<file path="src/rtl/nes_mapper_pkg.sv">
// nes_mapper_pkg: shared identifiers for the cartridge mapper.
//  - MAPPER_* : mapper ids selected by the MAPPER parameter
//  - MIR_*    : nametable mirroring encodings (also MMC1 ctrl[1:0])
//  - MMC1_SEL_* / PRG_MODE_* : MMC1 register select and PRG banking modes
//  - mirror_a10() : nametable A10 after mirroring
package nes_mapper_pkg;

  localparam int MAPPER_NROM  = 0;
  localparam int MAPPER_MMC1  = 1;
  localparam int MAPPER_UXROM = 2;
  localparam int MAPPER_CNROM = 3;

  localparam logic [1:0] MIR_1SCR_LO = 2'd0;
  localparam logic [1:0] MIR_1SCR_HI = 2'd1;
  localparam logic [1:0] MIR_VERT    = 2'd2;
  localparam logic [1:0] MIR_HORZ    = 2'd3;

  localparam logic [1:0] MMC1_SEL_CTRL = 2'd0;
  localparam logic [1:0] MMC1_SEL_CHR0 = 2'd1;
  localparam logic [1:0] MMC1_SEL_CHR1 = 2'd2;
  localparam logic [1:0] MMC1_SEL_PRG  = 2'd3;

  localparam logic [1:0] PRG_MODE_32K_A     = 2'd0;
  localparam logic [1:0] PRG_MODE_32K_B     = 2'd1;
  localparam logic [1:0] PRG_MODE_FIX_FIRST = 2'd2;
  localparam logic [1:0] PRG_MODE_FIX_LAST  = 2'd3;

  localparam logic [4:0] MMC1_CTRL_RESET = 5'h0C;

  // a11_10 is ppu_addr[11:10]; returns the CIRAM page bit.
  function automatic logic mirror_a10(input logic [1:0] mode, input logic [1:0] a11_10);
    logic r;
    case (mode)
      MIR_1SCR_LO: r = 1'b0;
      MIR_1SCR_HI: r = 1'b1;
      MIR_VERT:    r = a11_10[0];
      MIR_HORZ:    r = a11_10[1];
      default:     r = 1'b0;
    endcase
    return r;
  endfunction

endpackage

</file>
<file path="src/rtl/nes_mapper_if.sv">
// nes_mapper_if: CPU bus, PPU bus and memory-macro signals around the mapper.
//  master: board side (CPU/PPU/memories) driving addresses, strobes and memory data.
//  slave : the mapper, driving read muxes, memory addresses and write enables.
interface nes_mapper_if #(
  parameter int PRG_AW = 17,
  parameter int CHR_AW = 13
);
  logic [15:0]       address;
  logic [7:0]        cpu_out;
  logic              we;
  logic [7:0]        in;
  logic [10:0]       ram_addr;
  logic              ram_we;
  logic [7:0]        ram_q;
  logic [PRG_AW-1:0] prg_addr;
  logic [7:0]        prg_q;
  logic [13:0]       ppu_addr;
  logic [7:0]        ppu_out;
  logic              ppu_we;
  logic [7:0]        ppu_in;
  logic [CHR_AW-1:0] chr_addr;
  logic              chr_we;
  logic [7:0]        chr_q;
  logic [10:0]       vram_addr;
  logic              vram_we;
  logic [7:0]        vram_q;

  modport master (
    output address, cpu_out, we, ram_q, prg_q, ppu_addr, ppu_out, ppu_we, chr_q, vram_q,
    input  in, ram_addr, ram_we, prg_addr, ppu_in, chr_addr, chr_we, vram_addr, vram_we
  );

  modport slave (
    input  address, cpu_out, we, ram_q, prg_q, ppu_addr, ppu_out, ppu_we, chr_q, vram_q,
    output in, ram_addr, ram_we, prg_addr, ppu_in, chr_addr, chr_we, vram_addr, vram_we
  );
endinterface

</file>
<file path="src/rtl/nes_mapper_mmc1_regs.sv">
// nes_mapper_mmc1_regs: MMC1 serial loader and its four internal registers.
//  clock, reset : system clock, synchronous active-high reset
//  wr_ev        : one pulse per CPU write strobe into $8000-$FFFF
//  bit_in       : cpu_out[0], serial data bit
//  clear        : cpu_out[7], aborts the sequence and forces PRG mode 3
//  sel          : address[14:13], target register on the fifth bit
//  ctrl/chr0/chr1/prg : registered bank/mode state (prg holds bank bits only)
module nes_mapper_mmc1_regs
  import nes_mapper_pkg::*;
(
  input  logic       clock,
  input  logic       reset,
  input  logic       wr_ev,
  input  logic       bit_in,
  input  logic       clear,
  input  logic [1:0] sel,
  output logic [4:0] ctrl,
  output logic [4:0] chr0,
  output logic [4:0] chr1,
  output logic [3:0] prg
);

  logic [4:0] shift;
  logic [2:0] cnt;
  logic [4:0] next_val;

  // Bits arrive LSB first, so new data enters at the top.
  assign next_val = {bit_in, shift[4:1]};

  // Serial shift register, bit counter and register commit on the fifth bit.
  always_ff @(posedge clock) begin
    if (reset) begin
      shift <= 5'd0;
      cnt   <= 3'd0;
      ctrl  <= MMC1_CTRL_RESET;
      chr0  <= 5'd0;
      chr1  <= 5'd0;
      prg   <= 4'd0;
    end else if (wr_ev) begin
      if (clear) begin
        shift <= 5'd0;
        cnt   <= 3'd0;
        ctrl  <= ctrl | MMC1_CTRL_RESET;
      end else if (cnt == 3'd4) begin
        shift <= 5'd0;
        cnt   <= 3'd0;
        case (sel)
          MMC1_SEL_CTRL: ctrl <= next_val;
          MMC1_SEL_CHR0: chr0 <= next_val;
          MMC1_SEL_CHR1: chr1 <= next_val;
          MMC1_SEL_PRG:  prg  <= next_val[3:0];
          default:       ctrl <= ctrl;
        endcase
      end else begin
        shift <= next_val;
        cnt   <= cnt + 3'd1;
      end
    end
  end

endmodule

</file>
<file path="src/rtl/nes_mapper.sv">
// nes_mapper: cartridge mapper and memory router between CPU/PPU buses and RAM/ROM macros.
//  clock, reset : system clock, synchronous active-high reset
//  bus (slave)  : CPU address/data/strobe, PPU address/strobe, memory data in;
//                 read muxes, memory addresses and write enables out.
// Bank decode is combinational; bank/mirroring state updates from CPU writes to $8000-$FFFF.
module nes_mapper
  import nes_mapper_pkg::*;
#(
  parameter int MAPPER  = 1,
  parameter int PRG_AW  = 17,
  parameter int CHR_AW  = 13,
  parameter int CHR_RAM = 0,
  parameter int MIRROR  = 2
) (
  input logic           clock,
  input logic           reset,
  nes_mapper_if.slave   bus
);

  logic              we_d;
  logic              wr_ev;
  logic [7:0]        ux_bank;
  logic [7:0]        cn_bank;
  logic [4:0]        ctrl;
  logic [4:0]        chr0;
  logic [4:0]        chr1;
  logic [3:0]        prg;
  logic [7:0]        prg_bank;
  logic [CHR_AW-1:0] chr_sel;
  logic [1:0]        mir_mode;

  // A strobe held high for several cycles produces a single event.
  assign wr_ev = bus.we & ~we_d & bus.address[15];

  // Strobe edge detector and the single-register UxROM/CNROM bank latches.
  always_ff @(posedge clock) begin
    if (reset) begin
      we_d    <= 1'b0;
      ux_bank <= 8'd0;
      cn_bank <= 8'd0;
    end else begin
      we_d <= bus.we;
      if (wr_ev && (MAPPER == MAPPER_UXROM)) begin
        ux_bank <= bus.cpu_out;
      end
      if (wr_ev && (MAPPER == MAPPER_CNROM)) begin
        cn_bank <= bus.cpu_out;
      end
    end
  end

  generate
    if (MAPPER == MAPPER_MMC1) begin : g_mmc1
      nes_mapper_mmc1_regs u_regs (
        .clock  (clock),
        .reset  (reset),
        .wr_ev  (wr_ev),
        .bit_in (bus.cpu_out[0]),
        .clear  (bus.cpu_out[7]),
        .sel    (bus.address[14:13]),
        .ctrl   (ctrl),
        .chr0   (chr0),
        .chr1   (chr1),
        .prg    (prg)
      );
    end else begin : g_no_mmc1
      assign ctrl = MMC1_CTRL_RESET;
      assign chr0 = 5'd0;
      assign chr1 = 5'd0;
      assign prg  = 4'd0;
    end
  endgenerate

  // Bank and mirroring decode. Banks are 16K (PRG) numbers; "last bank" is all ones,
  // and the final width cast wraps any bank number to the image size.
  always_comb begin
    prg_bank = {7'd0, bus.address[14]};
    chr_sel  = CHR_AW'(bus.ppu_addr[12:0]);
    mir_mode = 2'(MIRROR);
    case (MAPPER)
      MAPPER_MMC1: begin
        mir_mode = ctrl[1:0];
        case (ctrl[3:2])
          PRG_MODE_32K_A, PRG_MODE_32K_B: prg_bank = {4'd0, prg[3:1], bus.address[14]};
          PRG_MODE_FIX_FIRST:             prg_bank = bus.address[14] ? {4'd0, prg} : 8'd0;
          PRG_MODE_FIX_LAST:              prg_bank = bus.address[14] ? 8'hFF : {4'd0, prg};
          default:                        prg_bank = 8'hFF;
        endcase
        if (ctrl[4]) begin
          chr_sel = CHR_AW'({(bus.ppu_addr[12] ? chr1 : chr0), bus.ppu_addr[11:0]});
        end else begin
          chr_sel = CHR_AW'({chr0[4:1], bus.ppu_addr[12:0]});
        end
      end
      MAPPER_UXROM: prg_bank = bus.address[14] ? 8'hFF : ux_bank;
      MAPPER_CNROM: chr_sel  = CHR_AW'({cn_bank, bus.ppu_addr[12:0]});
      default:      prg_bank = {7'd0, bus.address[14]};
    endcase
  end

  assign bus.prg_addr  = PRG_AW'({prg_bank, bus.address[13:0]});
  assign bus.chr_addr  = chr_sel;
  assign bus.vram_addr = {mirror_a10(mir_mode, bus.ppu_addr[11:10]), bus.ppu_addr[9:0]};

  assign bus.ram_addr = bus.address[10:0];
  assign bus.ram_we   = bus.we & (bus.address[15:13] == 3'b000);
  assign bus.chr_we   = bus.ppu_we & ~bus.ppu_addr[13] & (CHR_RAM != 0);
  assign bus.vram_we  = bus.ppu_we & (bus.ppu_addr[13:12] == 2'b10);

  // CPU read: work RAM below $2000, PRG-ROM at $8000+, open bus elsewhere.
  assign bus.in = (bus.address[15:13] == 3'b000) ? bus.ram_q :
                  bus.address[15]                ? bus.prg_q : 8'hFF;

  // PPU read: pattern tables, nametables, else open bus (palette lives in the PPU).
  assign bus.ppu_in = ~bus.ppu_addr[13]                ? bus.chr_q  :
                      (bus.ppu_addr[13:12] == 2'b10)   ? bus.vram_q : 8'hFF;

endmodule

</file>
<file path="src/flat_wrapper.sv">
// flat-port wrapper written by rule: the top's interface ports become plain ports
module nes_mapper_flat import nes_mapper_pkg::*;
#(
  parameter int MAPPER  = 1,
  parameter int PRG_AW  = 17,
  parameter int CHR_AW  = 13,
  parameter int CHR_RAM = 0,
  parameter int MIRROR  = 2
)
  (clock, reset, bus_address, bus_cpu_out, bus_we, bus_ram_q, bus_prg_q, bus_ppu_addr, bus_ppu_out, bus_ppu_we, bus_chr_q, bus_vram_q, bus_in, bus_ram_addr, bus_ram_we, bus_prg_addr, bus_ppu_in, bus_chr_addr, bus_chr_we, bus_vram_addr, bus_vram_we);
  nes_mapper_if #(.PRG_AW(PRG_AW), .CHR_AW(CHR_AW)) bus_i ();
  input logic clock;
  input logic reset;
  input wire logic [$bits(bus_i.address)-1:0] bus_address;
  input wire logic [$bits(bus_i.cpu_out)-1:0] bus_cpu_out;
  input wire logic [$bits(bus_i.we)-1:0] bus_we;
  input wire logic [$bits(bus_i.ram_q)-1:0] bus_ram_q;
  input wire logic [$bits(bus_i.prg_q)-1:0] bus_prg_q;
  input wire logic [$bits(bus_i.ppu_addr)-1:0] bus_ppu_addr;
  input wire logic [$bits(bus_i.ppu_out)-1:0] bus_ppu_out;
  input wire logic [$bits(bus_i.ppu_we)-1:0] bus_ppu_we;
  input wire logic [$bits(bus_i.chr_q)-1:0] bus_chr_q;
  input wire logic [$bits(bus_i.vram_q)-1:0] bus_vram_q;
  output wire logic [$bits(bus_i.in)-1:0] bus_in;
  output wire logic [$bits(bus_i.ram_addr)-1:0] bus_ram_addr;
  output wire logic [$bits(bus_i.ram_we)-1:0] bus_ram_we;
  output wire logic [$bits(bus_i.prg_addr)-1:0] bus_prg_addr;
  output wire logic [$bits(bus_i.ppu_in)-1:0] bus_ppu_in;
  output wire logic [$bits(bus_i.chr_addr)-1:0] bus_chr_addr;
  output wire logic [$bits(bus_i.chr_we)-1:0] bus_chr_we;
  output wire logic [$bits(bus_i.vram_addr)-1:0] bus_vram_addr;
  output wire logic [$bits(bus_i.vram_we)-1:0] bus_vram_we;
  assign bus_i.address = bus_address;
  assign bus_i.cpu_out = bus_cpu_out;
  assign bus_i.we = bus_we;
  assign bus_i.ram_q = bus_ram_q;
  assign bus_i.prg_q = bus_prg_q;
  assign bus_i.ppu_addr = bus_ppu_addr;
  assign bus_i.ppu_out = bus_ppu_out;
  assign bus_i.ppu_we = bus_ppu_we;
  assign bus_i.chr_q = bus_chr_q;
  assign bus_i.vram_q = bus_vram_q;
  assign bus_in = bus_i.in;
  assign bus_ram_addr = bus_i.ram_addr;
  assign bus_ram_we = bus_i.ram_we;
  assign bus_prg_addr = bus_i.prg_addr;
  assign bus_ppu_in = bus_i.ppu_in;
  assign bus_chr_addr = bus_i.chr_addr;
  assign bus_chr_we = bus_i.chr_we;
  assign bus_vram_addr = bus_i.vram_addr;
  assign bus_vram_we = bus_i.vram_we;
  nes_mapper #(.MAPPER(MAPPER), .PRG_AW(PRG_AW), .CHR_AW(CHR_AW), .CHR_RAM(CHR_RAM), .MIRROR(MIRROR)) u_core (.clock(clock), .reset(reset), .bus(bus_i));
endmodule
</file>
<file path="config.mk">
export PLATFORM = sky130hd
export DESIGN_NAME = nes_mapper_flat
export DESIGN_NICKNAME = d
export VERILOG_FILES = /design/src/rtl/nes_mapper_pkg.sv /design/src/rtl/nes_mapper_if.sv /design/src/rtl/nes_mapper_mmc1_regs.sv /design/src/rtl/nes_mapper.sv /design/src/flat_wrapper.sv
export SDC_FILE = /design/constraint.sdc
export NUM_CORES = 1
export LEC_CHECK = 0
export CAP_MARGIN = 20
export CORE_ASPECT_RATIO = 1.4
export CORE_MARGIN = 4
export CORE_UTILIZATION = 40
export CTS_CLUSTER_SIZE = 8
export DETAILED_ROUTE_END_ITERATION = 6
export DONT_BUFFER_PORTS = 1
export SYNTH_ARGS = -nofsm -noshare
export SYNTH_HDL_FRONTEND = slang
export SYNTH_SLANG_ARGS = --single-unit
</file>
<file path="constraint.sdc">
create_clock -name clock -period 3 [get_ports clock]
set_input_delay 0.6 -clock clock [delete_from_list [all_inputs] [get_ports clock]]
set_output_delay 0.6 -clock clock [all_outputs]
set_load 0.005 [all_outputs]
</file>
==> impl_metrics.env, run 1 <==
export IMPL_cts_sinks=18
export IMPL_synth_enable_flop_cells=0
export IMPL_gr_total_overflow=0
export IMPL_filler_cell_count=406
export IMPL_number_of_distinct_library_cells_after_synthesis=33
export IMPL_total_power_uw=452
export IMPL_antenna_diode_count=0
export IMPL_h_tree_depth=1
export IMPL_avgSynthCellArea_um2=7.59
export IMPL_synthToLayoutAreaGrowth_pct=-21.5
export IMPL_crit_path_end_kind="primary output"
export IMPL_crit_type="in2out"
export IMPL_fp_dieArea_um2=4790
export IMPL_floorplan_core_area_um2=3640
export IMPL_max_clock_freq_mhz=525
export IMPL_cp_cell_sequence="or3_1, nor2_1, a21oi_1"
export IMPL_fp_dieH_um=80.3
export IMPL_drc=0
export IMPL_syn_num_nets=281
export IMPL_post_dp_hpwl_um=2460
export IMPL_synth_ff_type="sky130_fd_sc_hd__dfxtp_1"
export IMPL_tns_ns=0
export IMPL_detailedRoute_firstPassIterationCount=4
export IMPL_final_hold_violation_count=0
export IMPL_clock_tree_buffer_depth=2
export IMPL_crit_fanout=12
export IMPL_grt_pass1_wl_um=4800
export IMPL_hold_worst_slack_ns=0.399
export IMPL_synth_area_leaders="sky130_fd_sc_hd__buf_4 (25%), sky130_fd_sc_hd__dfxtp_1 (24%), sky130_fd_sc_hd__a21oi_1 (8.7%)"
export IMPL_drt_iter0_drc=17
export IMPL_synth_seq_cells=18
export IMPL_post_route_min_period_ns=1.91
export IMPL_num_rows=26
export IMPL_post_cts_resize_count=0
export IMPL_grt_pass1_vias=1054
export IMPL_synthesis_area_um2=1500
export IMPL_ys_top_cells_by_count="sky130_fd_sc_hd__buf_4 (49), sky130_fd_sc_hd__a21oi_1 (26), sky130_fd_sc_hd__dfxtp_1 (18), sky130_fd_sc_hd__nor2_1 (18), sky130_fd_sc_hd__inv_1 (15)"
export IMPL_grt_usage_pct=12.7
export IMPL_post_dp_cell_area_um2=1130
export IMPL_rsz_0062_raised_after_global_routing="no"
export IMPL_share_of_synthesized_registers_carrying_an_async_set_or_reset_pct=0
export IMPL_clk_pin_slew_ns=0.06
export IMPL_setup_viol=0
export IMPL_largest_net_degree_at_the_start_of_global_routing=18
export IMPL_die_width_um=59.7
export IMPL_ys_warnings_count=0
export IMPL_timing_critical_path_required_ns=2.40
export IMPL_final_setup_skew_ns=0.00401
export IMPL_max_cap_viol_count=0
export IMPL_layout_drive_gt1_share_pct=6.29
export IMPL_cts_tree="done"
export IMPL_static_leakage_power_nw=0.447
export IMPL_drt_wl_total_um=3090
export IMPL_cts_buffers=3
export IMPL_post_place_ws_ns=1.09
export IMPL_final_instance_count_excl_fill=185
export IMPL_crit_path_max_incr_delay_ns=0.49
export IMPL_p_per_area_nw_per_um2=385
export IMPL_initial_cell_density_of_the_core_pct=41.0
export IMPL_cp_slowest_cell="sky130_fd_sc_hd__or3_1"
export IMPL_postSynthCellCount=197
export IMPL_slew_viol_final=0
export IMPL_hold_path_class="in2reg"
export IMPL_final_antenna_net_count=0
export IMPL_yosys_area_top_type_share_pct=24.6
export IMPL_worst_slew_margin_rel_pct=62.5
export IMPL_postCtsHoldBufs=0
export IMPL_num_io_pins=153
export IMPL_post_drt_wl_per_cell_um=16.7
export IMPL_cp_start_kind="primary input"
export IMPL_synth_most_common_cell="sky130_fd_sc_hd__buf_4"
export IMPL_cp_num_buf_inv=0
export IMPL_post_synth_top_area_cell="sky130_fd_sc_hd__buf_4"
export IMPL_final_util_pct=32.2
export IMPL_cts_root_buffer_cell="sky130_fd_sc_hd__clkbuf_8"
export IMPL_layout_nets=229
export IMPL_grt_antenna_before_repair=0
export IMPL_final_estimated_routing_congestion_in_global_placement=0.753
export IMPL_synth_sequential_area_ratio_pct=24.1
export IMPL_worst_pin_slew_ns=0.563
export IMPL_status="completed"
export IMPL_critical_path_top_delay_family="simple AND/OR/NAND/NOR gates"
export IMPL_power_ir_vdd_worst_mv=0.325
export IMPL_quantity_of_i_o_buffers_inserted_on_ports=0
export IMPL_timing_final_crit_share_pct=63.5
export IMPL_clkLatencyLatePin_ns=0.25
export IMPL_post_route_cell_area_um2=1170
export IMPL_cts_repair_timing_setup_buffer_count=0
export IMPL_placed_cells_incl_taps=182
export IMPL_timing_critical_path_arrival_ns=1.31
export IMPL_vias=1057
export IMPL_routed_via_density=5.71
export IMPL_setup_slack_ns=1.09
final cells by class:
type	instances	area [um^2]	area share [%]
inverter	15	56.3	4.80
sequential	18	360	30.7
clock buffer	3	41.3	3.52
tap	42	52.6	4.48
multi-input combinational	107	663	56.5
state kept, by name, summed over array words and instances, names as in the netlist:
name	count
u_core.g_mmc1.u_regs.prg	3
u_core.g_mmc1.u_regs.ctrl	5
u_core.g_mmc1.u_regs.shift	4
u_core.g_mmc1.u_regs.cnt	3
u_core.g_mmc1.u_regs.chr0	1
u_core.we_d	1
u_core.g_mmc1.u_regs.chr1	1
cell families (layout without fill, tap and decap cells):
logic type / after synthesis / after routing / synth area share [%]
adders and majority gates: 2 / 2 / 1.67
and+or+nand+nor: 52 / 52 / 20.8
other: 1 / 1 / 0.251
AOI/OAI and AO/OA: 52 / 52 / 21.7
buffers and inverters: 72 / 18 / 31.5
DFF: 18 / 18 / 24.1
layer usage:
layer,up-vias,wire length (um),global-route usage (%),share of wire [%]
met5,-,0,0,0
met4,0,54,6.43,1.7
met3,6,221,3.22,7.2
met2,25,1710,22.3,55
met1,505,1100,13.5,36
li1,521,-,-,-
path summary, 6_finish.rpt:
| check | start | endpoint | slack, ns | depth (start not counted) |
|---|---|---|---|---|
| setup / recovery | bus_address[15] | bus_in[2] | 1.09 | 3 |
| hold / removal | reset | u_core.g_mmc1.u_regs.cnt[1]$_SDFFE_PP0P_ | 0.40 | 1 |
| setup reg to reg | u_core.g_mmc1.u_regs.cnt[0]$_SDFFE_PP0P_ | u_core.g_mmc1.u_regs.ctrl[2]$_SDFFE_PP1P_ | 1.59 | 5 |
| hold reg to reg | u_core.g_mmc1.u_regs.cnt[0]$_SDFFE_PP0P_ | u_core.g_mmc1.u_regs.cnt[0]$_SDFFE_PP0P_ | 0.48 | 2 |
where the power goes:
part,total (mW),internal (mW),switching (mW),leakage (nW)
clock network,0.165,0.0893,0.0758,0.0216
registers,0.242,0.241,0.00128,0.145
logic,0.0447,0.0201,0.0246,0.280
total,0.452,0.350,0.102,0.447
placed cells by master, fill, tap and decap left out:
cell type                   Yosys  routed
sky130_fd_sc_hd__and4bb_1       1       1
sky130_fd_sc_hd__or3b_1         1       1
sky130_fd_sc_hd__nand3b_4       1       1
sky130_fd_sc_hd__nand3b_1       1       1
sky130_fd_sc_hd__or3_1          1       1
sky130_fd_sc_hd__ha_1           2       2
sky130_fd_sc_hd__o31ai_1        2       2
sky130_fd_sc_hd__nor3_1         5       5
sky130_fd_sc_hd__a32oi_1        4       4
sky130_fd_sc_hd__nand4bb_1      2       2
sky130_fd_sc_hd__nor2_1        18      18
sky130_fd_sc_hd__nand2b_1       3       3
sky130_fd_sc_hd__o21ai_0        7       7
sky130_fd_sc_hd__a31oi_1        2       2
sky130_fd_sc_hd__a21o_1         1       1
sky130_fd_sc_hd__a21oi_1       26      26
sky130_fd_sc_hd__a21oi_2        1       1
sky130_fd_sc_hd__nand4_1        1       1
sky130_fd_sc_hd__and4b_1        2       2
sky130_fd_sc_hd__o22a_1         8       8
sky130_fd_sc_hd__nand3_1        9       9
sky130_fd_sc_hd__nor2b_2        2       2
sky130_fd_sc_hd__inv_1         15      15
sky130_fd_sc_hd__nand2_1        3       3
sky130_fd_sc_hd__a21bo_2        1       1
sky130_fd_sc_hd__and4bb_2       1       1
sky130_fd_sc_hd__conb_1         1       1
sky130_fd_sc_hd__and4_1         1       1
sky130_fd_sc_hd__clkbuf_8       0       3
sky130_fd_sc_hd__dfxtp_1       18      18
(Power assumes the default switching activity.)
==> run 2, diff against run 1 <==
clock period = 1.7 ns   (was 3 ns; I/O delays follow)
==> run 2 against run 1 <==
Clock-buffer cell count did not move; die area is the same; routed wire length decreased by 1.4%; critical path depth stayed put; first-iteration DRC count up 76%; flip-flop and latch count is the same; global-route usage hardly changed; cell area unchanged; highest routed layer unchanged; setup slack got worse by 0.79 ns; utilization is the same; clock power rose by 76%; register-to-register slack worse by 1.3 ns.
==> impl_metrics.env, run 2 (synthesized netlist as in run 1, its figures left out) <==
export IMPL_status="completed"
export IMPL_max_cap_viol_count=0
export IMPL_cp_start_kind="primary input"
export IMPL_postCtsHoldBufs=0
export IMPL_num_io_pins=153
export IMPL_worst_slew_margin_rel_pct=63.9
export IMPL_worstSetupStartpoint="bus_address[15]"
export IMPL_placed_cells_incl_taps=182
export IMPL_max_clock_freq_mhz=717
export IMPL_global_route_usage_met2_pct=22.1
export IMPL_post_drt_wl_per_cell_um=16.4
export IMPL_rsz_0062_raised_after_global_routing="no"
export IMPL_setup_viol=0
export IMPL_antenna_diode_count=0
export IMPL_cts_buffers=3
export IMPL_cp_slowest_cell="sky130_fd_sc_hd__or3_1"
export IMPL_drt_iter0_drc=30
export IMPL_fp_dieH_um=80.3
export IMPL_use_met3_pct=2.57
export IMPL_worst_r2r_endpoint="u_core.g_mmc1.u_regs.ctrl[2]$_SDFFE_PP1P_"
export IMPL_detailedRoute_firstPassIterationCount=4
export IMPL_crit_fanout=12
export IMPL_gr_total_overflow=0
export IMPL_cts_root_buffer_cell="sky130_fd_sc_hd__clkbuf_8"
export IMPL_total_power_uw=797
export IMPL_largest_net_degree_at_the_start_of_global_routing=18
export IMPL_grt_pass1_wl_um=4840
export IMPL_static_leakage_power_nw=0.447
export IMPL_p_per_area_nw_per_um2=679
export IMPL_crit_type="in2out"
export IMPL_layout_nets=229
export IMPL_cp_cell_sequence="or3_1, nor2_1, a21oi_1"
export IMPL_post_dp_hpwl_um=2380
export IMPL_routed_via_density=5.89
export IMPL_reg2reg_setup_slack_ns=0.33
export IMPL_cts_sinks=18
export IMPL_crit_path_max_incr_delay_ns=0.50
export IMPL_num_rows=26
export IMPL_worst_pin_slew_ns=0.541
export IMPL_timing_critical_path_required_ns=1.36
export IMPL_cts_tree="done"
export IMPL_grt_usage_pct=12.7
export IMPL_crit_path_end_kind="primary output"
export IMPL_mostFrequentLayoutCells="sky130_fd_sc_hd__a21oi_1 (26), sky130_fd_sc_hd__nor2_1 (18), sky130_fd_sc_hd__dfxtp_1 (18), sky130_fd_sc_hd__inv_1 (15), sky130_fd_sc_hd__nand3_1 (9)"
export IMPL_vias=1090
export IMPL_hold_worst_slack_ns=0.142
export IMPL_quantity_of_i_o_buffers_inserted_on_ports=0
export IMPL_tns_ns=0
export IMPL_grt_antenna_before_repair=0
export IMPL_layout_commonest_cell="sky130_fd_sc_hd__a21oi_1"
export IMPL_h_tree_depth=1
export IMPL_slew_viol_final=0
export IMPL_drc=0
export IMPL_die_width_um=59.7
export IMPL_layout_drive_gt1_share_pct=6.29
export IMPL_timing_critical_path_arrival_ns=1.06
export IMPL_final_estimated_routing_congestion_in_global_placement=0.746
export IMPL_hold_path_class="in2reg"
export IMPL_grt_met1_usage_pct=13.8
export IMPL_post_cts_resize_count=0
export IMPL_reg_top3="u_core.g_mmc1.u_regs.ctrl x5, u_core.g_mmc1.u_regs.shift x4"
export IMPL_reg2regPathDepth=5
export IMPL_largest_register_ffs=5
export IMPL_initial_cell_density_of_the_core_pct=41.0
export IMPL_final_hold_violation_count=0
export IMPL_cts_repair_timing_setup_buffer_count=0
export IMPL_timing_final_crit_share_pct=82.1
export IMPL_floorplan_core_area_um2=3640
export IMPL_drt_wl_total_um=3040
export IMPL_clk_pin_slew_ns=0.06
export IMPL_rr_startpoint="u_core.g_mmc1.u_regs.cnt[0]$_SDFFE_PP0P_"
export IMPL_grt_busiest_layer="met2"
export IMPL_power_ir_vdd_worst_mv=0.422
export IMPL_largest_register_by_flop_count="u_core.g_mmc1.u_regs.ctrl"
export IMPL_final_instance_count_excl_fill=185
export IMPL_clkLatencyLatePin_ns=0.25
export IMPL_post_route_min_period_ns=1.40
export IMPL_final_antenna_net_count=0
export IMPL_critPathCapture="bus_in[2]"
export IMPL_clock_tree_buffer_depth=2
export IMPL_synthToLayoutAreaGrowth_pct=-21.5
export IMPL_grt_pass1_vias=1043
export IMPL_final_setup_skew_ns=0.00279
export IMPL_fp_dieArea_um2=4790
-- run 2: cell counts in the layout (fill, tap and decap cells not counted) --
No cell type changed its count.
-- run 2: layer usage --
layer,vias up,part of all wire [%]
met5,-,0
met4,0,2.0
met3,11,6.8
met2,31,55
met1,523,36
li1,525,-
-- run 2: through the flow --
| step | util [%] | cell area, um^2 | setup slack, ns |
|---|---|---|---|
| finish | 32.2 | 1170 | 0.305 |
| global route | 32.2 | 1170 | 0.159 |
| CTS | 32.2 | 1170 | 0.294 |
| detailed placement | 31.1 | 1130 | 0.300 |
| global placement | 31.1 | 1130 | 0.333 |
| floorplan | - | 1500 | 0.301 |
-- run 2: how the worst min path moves through the flow --
| stage | depth (start not counted) | to | from | slack (ns) |
|---|---|---|---|---|
| floorplan | 2 | u_core.g_mmc1.u_regs.cnt[0]$_SDFFE_PP0P_ | u_core.g_mmc1.u_regs.cnt[0]$_SDFFE_PP0P_ | 0.45 |
| global placement | 1 | u_core.g_mmc1.u_regs.cnt[1]$_SDFFE_PP0P_ | reset | 0.41 |
| detailed placement | 1 | u_core.g_mmc1.u_regs.cnt[1]$_SDFFE_PP0P_ | reset | 0.41 |
| CTS | 1 | u_core.g_mmc1.u_regs.cnt[1]$_SDFFE_PP0P_ | reset | 0.14 |
| global route | 1 | u_core.g_mmc1.u_regs.cnt[1]$_SDFFE_PP0P_ | reset | 0.13 |
| finish | 1 | u_core.g_mmc1.u_regs.cnt[1]$_SDFFE_PP0P_ | reset | 0.14 |
-- run 2: power by group --
group	switching [mW]	internal, mW
logic	0.0433	0.0353
clock network	0.134	0.157
registers	0.00237	0.425
total	0.179	0.618
-- run 2: final cells by class --
class                      count  area, um^2
fill                         391        2470
clock buffer                   3        41.3
tap                           42        52.6
sequential                    18         360
inverter                      15        56.3
multi-input combinational    107         663
-- run 2: critical path: cells and delay by family --
kind               cells  cell delay, ns
and+or+nand+nor        2            0.65
AOI/OAI and AO/OA      1            0.07
